[src/rtl/weight_fetch_ctrl.sv]
// weight_fetch_ctrl: paces one neuron's weight reads to its activation stream and emits aligned MAC pairs
module weight_fetch_ctrl #(
    parameter int numWeight    = 3,
    parameter int addressWidth = 10,
    parameter int dataWidth    = 16
) (
    input  logic                    clk,
    input  logic                    rstn,
    input  logic                    clear,
    input  logic [dataWidth-1:0]    in_data,
    input  logic                    in_valid,
    output logic                    in_ready,
    output logic                    mem_ren,
    output logic [addressWidth-1:0] mem_radd,
    input  logic [dataWidth-1:0]    mem_rdata,
    output logic [dataWidth-1:0]    mac_act,
    output logic [dataWidth-1:0]    mac_wgt,
    output logic                    mac_valid,
    output logic                    mac_last,
    output logic                    done,
    output logic                    busy
);
    typedef enum logic [1:0] {IDLE, RUN, FLUSH} state_t;
    localparam logic [addressWidth-1:0] LAST = addressWidth'(numWeight - 1);
    state_t                  state_q, state_d;
    logic [addressWidth-1:0] addr_q, addr_d;
    logic [dataWidth-1:0]    act_q, act_d;
    logic                    v_q, v_d, last_q, last_d;
    logic                    accept, at_end;
    // Handshake, address sequencing and the one-cycle pair delay that matches read latency
    always_comb begin
        in_ready = rstn && !clear && state_q != FLUSH;
        accept   = in_valid && in_ready;
        at_end   = addr_q == LAST;
        state_d  = state_q;
        addr_d   = addr_q;
        if (clear) begin
            state_d = IDLE;
            addr_d  = '0;
        end else if (state_q == FLUSH) begin
            state_d = IDLE;
        end else if (accept) begin
            state_d = at_end ? FLUSH : RUN;
            addr_d  = at_end ? '0 : addr_q + 1'b1;
        end
        v_d    = accept;
        last_d = accept && at_end;
        act_d  = accept ? in_data : act_q;
    end
    // State and pair registers; reset also clears the held activation
    always_ff @(posedge clk) begin
        if (!rstn) begin
            state_q <= IDLE;
            addr_q  <= '0;
            act_q   <= '0;
            v_q     <= 1'b0;
            last_q  <= 1'b0;
        end else begin
            state_q <= state_d;
            addr_q  <= addr_d;
            act_q   <= act_d;
            v_q     <= v_d;
            last_q  <= last_d;
        end
    end
    assign mem_ren   = accept;
    assign mem_radd  = addr_q;
    assign mac_act   = act_q;
    assign mac_wgt   = mem_rdata;
    assign mac_valid = v_q;
    assign mac_last  = v_q && last_q;
    assign done      = state_q == FLUSH && !clear;
    assign busy      = state_q != IDLE;
endmodule
[config.mk]
export PLATFORM = sky130hd
export DESIGN_NAME = weight_fetch_ctrl
export DESIGN_NICKNAME = d
export VERILOG_FILES = /design/src/rtl/weight_fetch_ctrl.sv
export SDC_FILE = /design/constraint.sdc
export NUM_CORES = 1
export LEC_CHECK = 0
export CORE_ASPECT_RATIO = 0.7
export CORE_MARGIN = 10
export CORE_UTILIZATION = 25
export DETAILED_ROUTE_END_ITERATION = 8
export GPL_TIMING_DRIVEN = 0
export PLACE_DENSITY = 0.69
export SLEW_MARGIN = 10
export SYNTH_ARGS = -nofsm -noshare
export SYNTH_HDL_FRONTEND = slang
export SYNTH_SLANG_ARGS = --single-unit
[constraint.sdc]
create_clock -name clk -period 1.6 [get_ports clk]
set_input_delay 0.32 -clock clk [delete_from_list [all_inputs] [get_ports clk]]
set_output_delay 0.32 -clock clk [all_outputs]
set_load 0.02 [all_outputs]
# [Yosys cells after proc, flatten, opt, wreduce, memory -nomap -nowiden]
# Cells that the tools add are included.
# W data, S select, Z words.
[totals] output_inout_bits=48 wordCells=24 reg_bits=30
[op_classes] n_reduce_logical=11 n_bitwise=2 mux=2 n_eq_ne=3 addsub=1
[ops] op="$add A10 B1 Y10 const B" count=1
[ops] op="$eq A10 B2 Y1 const B" count=1
[ops] op="$mux W10" count=1
[ops] op="$logic_and A1 B1 Y1" count=6
[ops] op="$reduce_or A3 Y1" count=1
[ops] op="$eq A2 B2 Y1 const B" count=1
[ops] op="$mux W2" count=1
[ops] op="$ne A2 B2 Y1 const B" count=1
[ops] op="$not A1 Y1" count=2
[ops] op="$reduce_and A2 Y1" count=1
[ops] op="$reduce_bool A2 Y1" count=1
[ops] op="$reduce_or A2 Y1" count=1
[ops] op="$logic_not A1 Y1" count=1

# [Logic depth before layout (Yosys ltp)]
# Gate-level depths: netlist (run 1).
[depth] ltp_word=5 ltp_mapped=7

# [Worst setup path before layout (run 1)]
# Ideal clock, no wire load.
[synth_path] path_kind="register -> register" start="register addr_q[2] (netlist: mem_radd[2])" end="register addr_q[0] (netlist: mem_radd[0])" setup_ps=131 path_slack_ps=91 path_buffers=0 synth_period_minus_slack_ps=1509 arrival_time_ps=1379 stages_incl_launch_ff=4 required_ps=1469 cell_sequence="dfxtp_1 > or4b_4 > o31ai_4 > nor2_1"
[synth_between] elab_chain_len=2
[synth_lines] item="from (decl)" line_no="26" rtl="logic [addressWidth-1:0] addr_q, addr_d;"
[synth_lines] item="from (signal assigned)" line_no="60" rtl="addr_q <= addr_d;"
[synth_lines] item="$eq A10 B2 Y1" line_no="34" rtl="at_end = addr_q == LAST;"
[synth_lines] item="$mux W10" line_no="44" rtl="addr_d = at_end ? '0 : addr_q + 1'b1;"
# Every way passes these cells.
# A chain may end at the register's enable or synchronous reset.

# [Worst setup path after layout (run 1)]
[layout_path] start="register state_q[0]" end="output mem_ren"
[layout_between] elab_chain_len=3
[layout_lines] item="from (decl)" line_no="25" rtl="state_t state_q, state_d;"
[layout_lines] item="from (signal assigned)" line_no="59" rtl="state_q <= state_d;"
[layout_lines] item="$ne A2 B2 Y1" line_no="32" rtl="in_ready = rstn && !clear && state_q != FLUSH;"
[layout_lines] item="$logic_and A1 B1 Y1" line_no="32"
[layout_lines] item="$logic_and A1 B1 Y1" line_no="33" rtl="accept = in_valid && in_ready;"
[layout_lines] item="to (decl)" line_no="13" rtl="output logic mem_ren,"
# Every way passes these cells.

==> impl_results.md, run 1 <==
- Status: completed
- Gpl congestion: 0.829
- CTS clk-pin slew, worst paths: 0.06 ns
- Startpoint Class: flop
- Largest net degree at the start of global routing: 11
- Initial antenna violation count: 0
- Total gr overflow: 0
- DR vias/cell: 4.18
- Post-synth EDFFs: 0
- Worst path slowest cell: dfxtp_2
- Detailed Route WL: 4360 µm
- Area grow syn2layout: 67.8%
- Fin crit share: 97.4%
- Combinational share of power: 17.4%
- Crit path top cell by count: buf_6
- Fin nets: 281
- Longest Clk Path Bufs: 2
- Syn Nets: 198
- Max Clk Rate: 642 MHz
- Post-synthesis register bit count: 30
- Initial DRC Count: 54
- First-pass GRT wire length: 6880 µm
- Drt first pass iters: 2
- Max-cap violations: 0
- Final setup TNS: 0 ns
- Synth top area share: 42.4%
- Die width: 110 µm
- Multi-input logic area: 673 µm²
- Slew Viols, Final: 0
- Final ANT Viol Nets: 0
- # setup viols final: 0
- Synth area leader: dfxtp_1
- Worst Setup End Kind: output pin
- Most frequent cells in the layout: 46 x clkdlybuf4s50_1, 34 x nand2_1, 27 x dfxtp_1
- Die height: 83.0 µm
- CTS tree: done
- Clk pwr share: 36.9%
- Commonest non-fill, non-tap cell in the layout: clkdlybuf4s50_1
- Tightest Pin Transition: 0.382 ns
- Mapped cell area: 1420 µm²
- Layout cells sized above 1: 23.8%
- Clock Tree Root: clkbuf_8
- Crit path arrival time: 1.24 ns
- Slowest Stage Delay on Critical Path: 0.35 ns
- # hold bufs at CTS: 0
- Synthesized area per cell: 8.85 µm²
- Cells after synthesis: 160
- Synth top area cells: dfxtp_1 42%, nand2_1 9.3%, buf_4 9.0%
- Buffers on Ports: 67
- CP Class: flop to output pin
- Slew headroom: 74.5%
- Design Power: 1.69 mW
- YS warnings: 0
- Worst vdd ir: 0.321 mV
- Core box area: 5370 µm²
- Post-DP HPWL: 3390 µm
- WL per Instance: 13.8 µm
- Hold Vio Cnt, Final: 0
- Initial Util: 26.4%
- Skew final: 0.00405 ns
- Sequential share of power: 45.7%
- Crit-path max FO: 7
- Synth cell types: 36
- Internal power: 1.28 mW
- Vias in the first global route: 1330
- Vias: 1322
- Switching share of power: 24.4%
- Number of CTS-inserted buffers: 5
- CP cell instances: nand2b_4 -> buf_6 -> nand3_4 -> inv_8 -> buf_6
- Global Route Usage Sum: 9.27%
- Row count: 22
- Pwr dens: 710 nW/µm²
- Drc violations: 0
- Worst Path Required: 1.28 ns
- Hold Path Class: input pin to flop
- Minimum clock period: 1.56 ns
- H-tree depth: 2
- DIE AREA: 9120 µm²
- Register area: 604 µm²
- Clock latency on the worst-skew pair: 0.27 ns
- Fillers: 535
- Static leakage: 1.02 nW
- RSZ-0062 raised after global routing: true
- # placed instances: 299
- Non-Filler Instances: 316
- Post-synth top flop: dfxtp_1
- # clock sinks: 30
- Psw: 0.411 mW
- Ant. Diodes: 0
- Ys async rst share: 0%
- Register area share after synthesis: 42.4%
- Io pins: 84
## sequential cells by signal (all words and copies together) (netlist names)
| name | count |
|---|---|
| mem_radd | 10 |
| mac_act | 16 |
| last_q | 1 |
| state_q | 2 |
| mac_valid | 1 |
## per-stage QoR
step           setup WS (ns)  hold slack, ns  utilization, %  instance area [µm²]
2_1_floorplan         0.0908           0.465               -                 1420
5_1_grt              -0.0260           0.369            44.3                 2380
3_5_place_dp           -1.17           0.457            40.6                 2180
4_1_cts              -0.0743           0.466            42.9                 2300
6_report              0.0421           0.371            44.3                 2380
3_3_place_gp           -1.17           0.450            40.6                 2180
## synth_stat cells (3+ instances only)
library cell and count:
nand2_1 35, a21boi_0 16, buf_4 17, xnor2_1 4
nand4_1 4, inv_1 4, nor2_1 11, xor2_1 3
nand3_1 3, nor4_1 3, dfxtp_1 30
## path summary, 6_finish.rpt
path | startpoint | to | slack, ns | depth (start not counted)
setup / recovery | state_q[0] | mem_ren | 0.04 | 5
hold / removal | rstn | mac_act[2] | 0.37 | 2
setup reg to reg | mem_radd[2] | mem_radd[9] | 0.07 | 4
hold reg to reg | mac_act[13] | mac_act[13] | 0.46 | 2
## worst max-delay path, delay by kind of cell (launching register included)
family	cells	cell delay (ns)
flip-flops	1	0.35
AND/OR/NAND/NOR	2	0.24
buffers and inverters	3	0.36
## layer usage
layer	track usage [%]	share of wire (%)	vias to the layer above
met5	0	0	-
met4	3.16	1.0	0
met3	3.78	9.1	2
met2	14.3	46	39
met1	11.3	44	600
li1	-	-	681
## what timing repair did
action	in CTS	in global routing
endpoints found under the setup margin	43	14
pin swaps	1	1
buffers inserted	4	6
resized for setup	39	16
## final cells by class
| class | count | share of cell area (%) |
|---|---|---|
| plain buffers | 20 | 6.37 |
| well taps | 72 | 3.79 |
| clock buffers | 7 | 3.63 |
| inverters | 5 | 1.11 |
| clock inverters | 1 | 0.211 |
| flip-flops and latches | 30 | 25.4 |
| multi-input cells | 104 | 28.3 |
| repair buffers | 77 | 31.1 |
## logic make-up after synthesis
logic type / share of synthesized area (%)
AOI/OAI and AO/OA: 12.2
xor gates and xnor gates: 4.33
adders and majority gates: 1.77
buffers and inverters: 12.2
DFF: 42.4
muxes: 0.795
and+or+nand+nor: 26.3
## power groups by stage
| stage | registers, mW | clock network (mW) | logic, mW |
|---|---|---|---|
| 3_3_place_gp | 0.787 | 0 | 0.276 |
| 3_5_place_dp | 0.788 | 0 | 0.278 |
| 5_1_grt | 0.772 | 0.693 | 0.316 |
| 4_1_cts | 0.771 | 0.655 | 0.286 |
| 2_1_floorplan | 0.806 | 0 | 0.116 |
| 6_report | 0.771 | 0.623 | 0.293 |
Note: power is estimated with default switching activity, not from simulation.
==> run 2, diff against run 1 <==
--- a/config.mk
+++ b/config.mk
@@ -5,6 +5,7 @@
 export SDC_FILE = /design/constraint.sdc
 export NUM_CORES = 1
 export LEC_CHECK = 0
+export ABC_AREA = 1
 export CORE_ASPECT_RATIO = 0.7
 export CORE_MARGIN = 10
 export CORE_UTILIZATION = 25
==> impl_results.md, run 2 <==
- Met2 global-route usage: 15.2%
- # setup viols final: 0
- WL per Instance: 13.1 µm
- Crit-path max FO: 2
- Final core occ: 42.2%
- Longest Clk Path Bufs: 2
- YS warnings: 0
- Core box area: 5370 µm²
- Top post-synthesis cells by count: 62 x nand2_1, 30 x dfxtp_1, 24 x a21oi_1
- Fillers: 566
- Worst Path Required: 1.28 ns
- Max-cap violations: 0
- Ant. Diodes: 0
- Number of CTS-inserted buffers: 5
- Gpl congestion: 0.793
- Initial antenna violation count: 0
- CTS tree: done
- Fin crit share: 96.8%
- Crit path from: mac_act[12]
- Met1 Use GR: 11.8%
- Ys async rst share: 0%
- Stages on the worst setup path: 1
- CTS clk-pin slew, worst paths: 0.06 ns
- Vias in the first global route: 1405
- GR Util met3: 4.55%
- Area grow syn2layout: 59.3%
- Final ANT Viol Nets: 0
- Hold_ws: 0.462 ns
- WHS Path Cells: 2
- Worst hold path startpoint: mac_act[2]
- CP cell instances: clkdlybuf4s50_1
- Synth top area cells: dfxtp_1 42%, nand2_1 16%, a21oi_1 8.4%
- Reg2Reg Depth: 9
- Multi-input logic area: 586 µm²
- Buffers on Ports: 67
- Skew final: 0.00325 ns
- DIE AREA: 9160 µm²
- Io pins: 84
- Busiest grt layer: met2
- Register area share after synthesis: 42.2%
- CP Class: flop to output pin
- RSZ-0062 raised after global routing: false
- Worst Setup End Kind: output pin
- Syn Nets: 234
- Post-DP HPWL: 3550 µm
- Tightest Pin Transition: 0.461 ns
- RR Startpoint: mem_radd[1]
- Layout cells sized above 1: 14.4%
- Die width: 110 µm
- Post-synth EDFFs: 0
- Hold Path Class: flop to flop
- Mapped cell area: 1420 µm²
- # clock sinks: 30
- Clock Tree Root: clkbuf_8
- WP buf/inv: 1
- Worst path slowest cell: clkdlybuf4s50_1
- DR vias/cell: 4.12
- Slew headroom: 69.3%
- Fin nets: 309
- Commonest non-fill, non-tap cell in the layout: nand2_1
- Final setup TNS: 0 ns
- Worst path top cell family by delay: buffers and inverters
- Design Power: 1.64 mW
- Status: completed
- Detailed Route WL: 4480 µm
- Post-synthesis register bit count: 30
- Clock latency on the worst-skew pair: 0.27 ns
- Most common cell in the netlist: nand2_1
- Hold Vio Cnt, Final: 0
- H-tree depth: 2
- Synth top area share: 42.2%
- Pwr dens: 724 nW/µm²
- Synth area leader: dfxtp_1
- Largest net degree at the start of global routing: 11
- Slew Viols, Final: 0
- Synth cell types: 21
- DP Area: 2180 µm²
- Initial Util: 26.5%
- Crit path arrival time: 1.23 ns
- Startpoint Class: flop
- Total gr overflow: 0
- First-pass GRT wire length: 7070 µm
- Global Route Usage Sum: 9.65%
- Initial DRC Count: 53
- Synthesized area per cell: 7.26 µm²
- Cells after synthesis: 196
- Max Clk Rate: 646 MHz
- Slowest Stage Delay on Critical Path: 0.61 ns
- Post-synth top flop: dfxtp_1
- Register area: 601 µm²
- Drt first pass iters: 4
- Max reg flops: 16
- Most frequent cells in the layout: 61 x nand2_1, 49 x clkdlybuf4s50_1, 30 x dfxtp_1
- Minimum clock period: 1.55 ns
- Static leakage: 1.01 nW
- Row count: 22
- Final instance area: 2270 µm²
- Drc violations: 0
- Die height: 83.1 µm
- Vias: 1410
- Worst vdd ir: 0.366 mV
-- run 2: worst paths after layout --
kind | to | slack [ns]
min reg2reg | mac_act[2] | 0.46
max reg2reg | mem_radd[6] | 0.21
max | mac_act[12] | 0.05
min | mac_act[2] | 0.46
-- run 2: per-layer routing --
metal	up-vias	wire length, µm
li1	745	-
met1	623	1990
met2	42	2050
met3	0	442
met4	0	0
met5	-	0
-- run 2: power by group --
part	switching [mW]	internal [mW]
clock	0.265	0.331
sequential	0.00768	0.763
combinational	0.127	0.147
total	0.400	1.24
-- run 2: stage by stage --
stage,worst slack [ns],std cells
2_1_floorplan,0.227,196
3_3_place_gp,-0.826,335
3_5_place_dp,-0.828,335
4_1_cts,0.0110,343
5_1_grt,0.000104,342
6_report,0.0519,342
-- run 2: cell families after synthesis --
kind of cell,synth area share (%)
xor+xnor,1.23
flops,42.2
compound gates,8.80
buf+inv,17.0
simple gates,29.0
fa+ha+maj,1.76
-- run 2: timing repair --
item | CTS | global route
endpoints found under the setup margin | 15 | 4
buffers inserted | 2 | 0
hold buffers | 0 | 0
resized for setup | 26 | 3
-- run 2: final cells by class --
cell class / instances / area share [%]
Multi-Input combinational cell: 123 / 25.8
Timing Repair Buffer: 69 / 29.7
Clock buffer: 6 / 3.64
Inverter: 22 / 3.98
Sequential cell: 30 / 26.5
Tap cell: 72 / 3.98
Buffer: 20 / 6.41
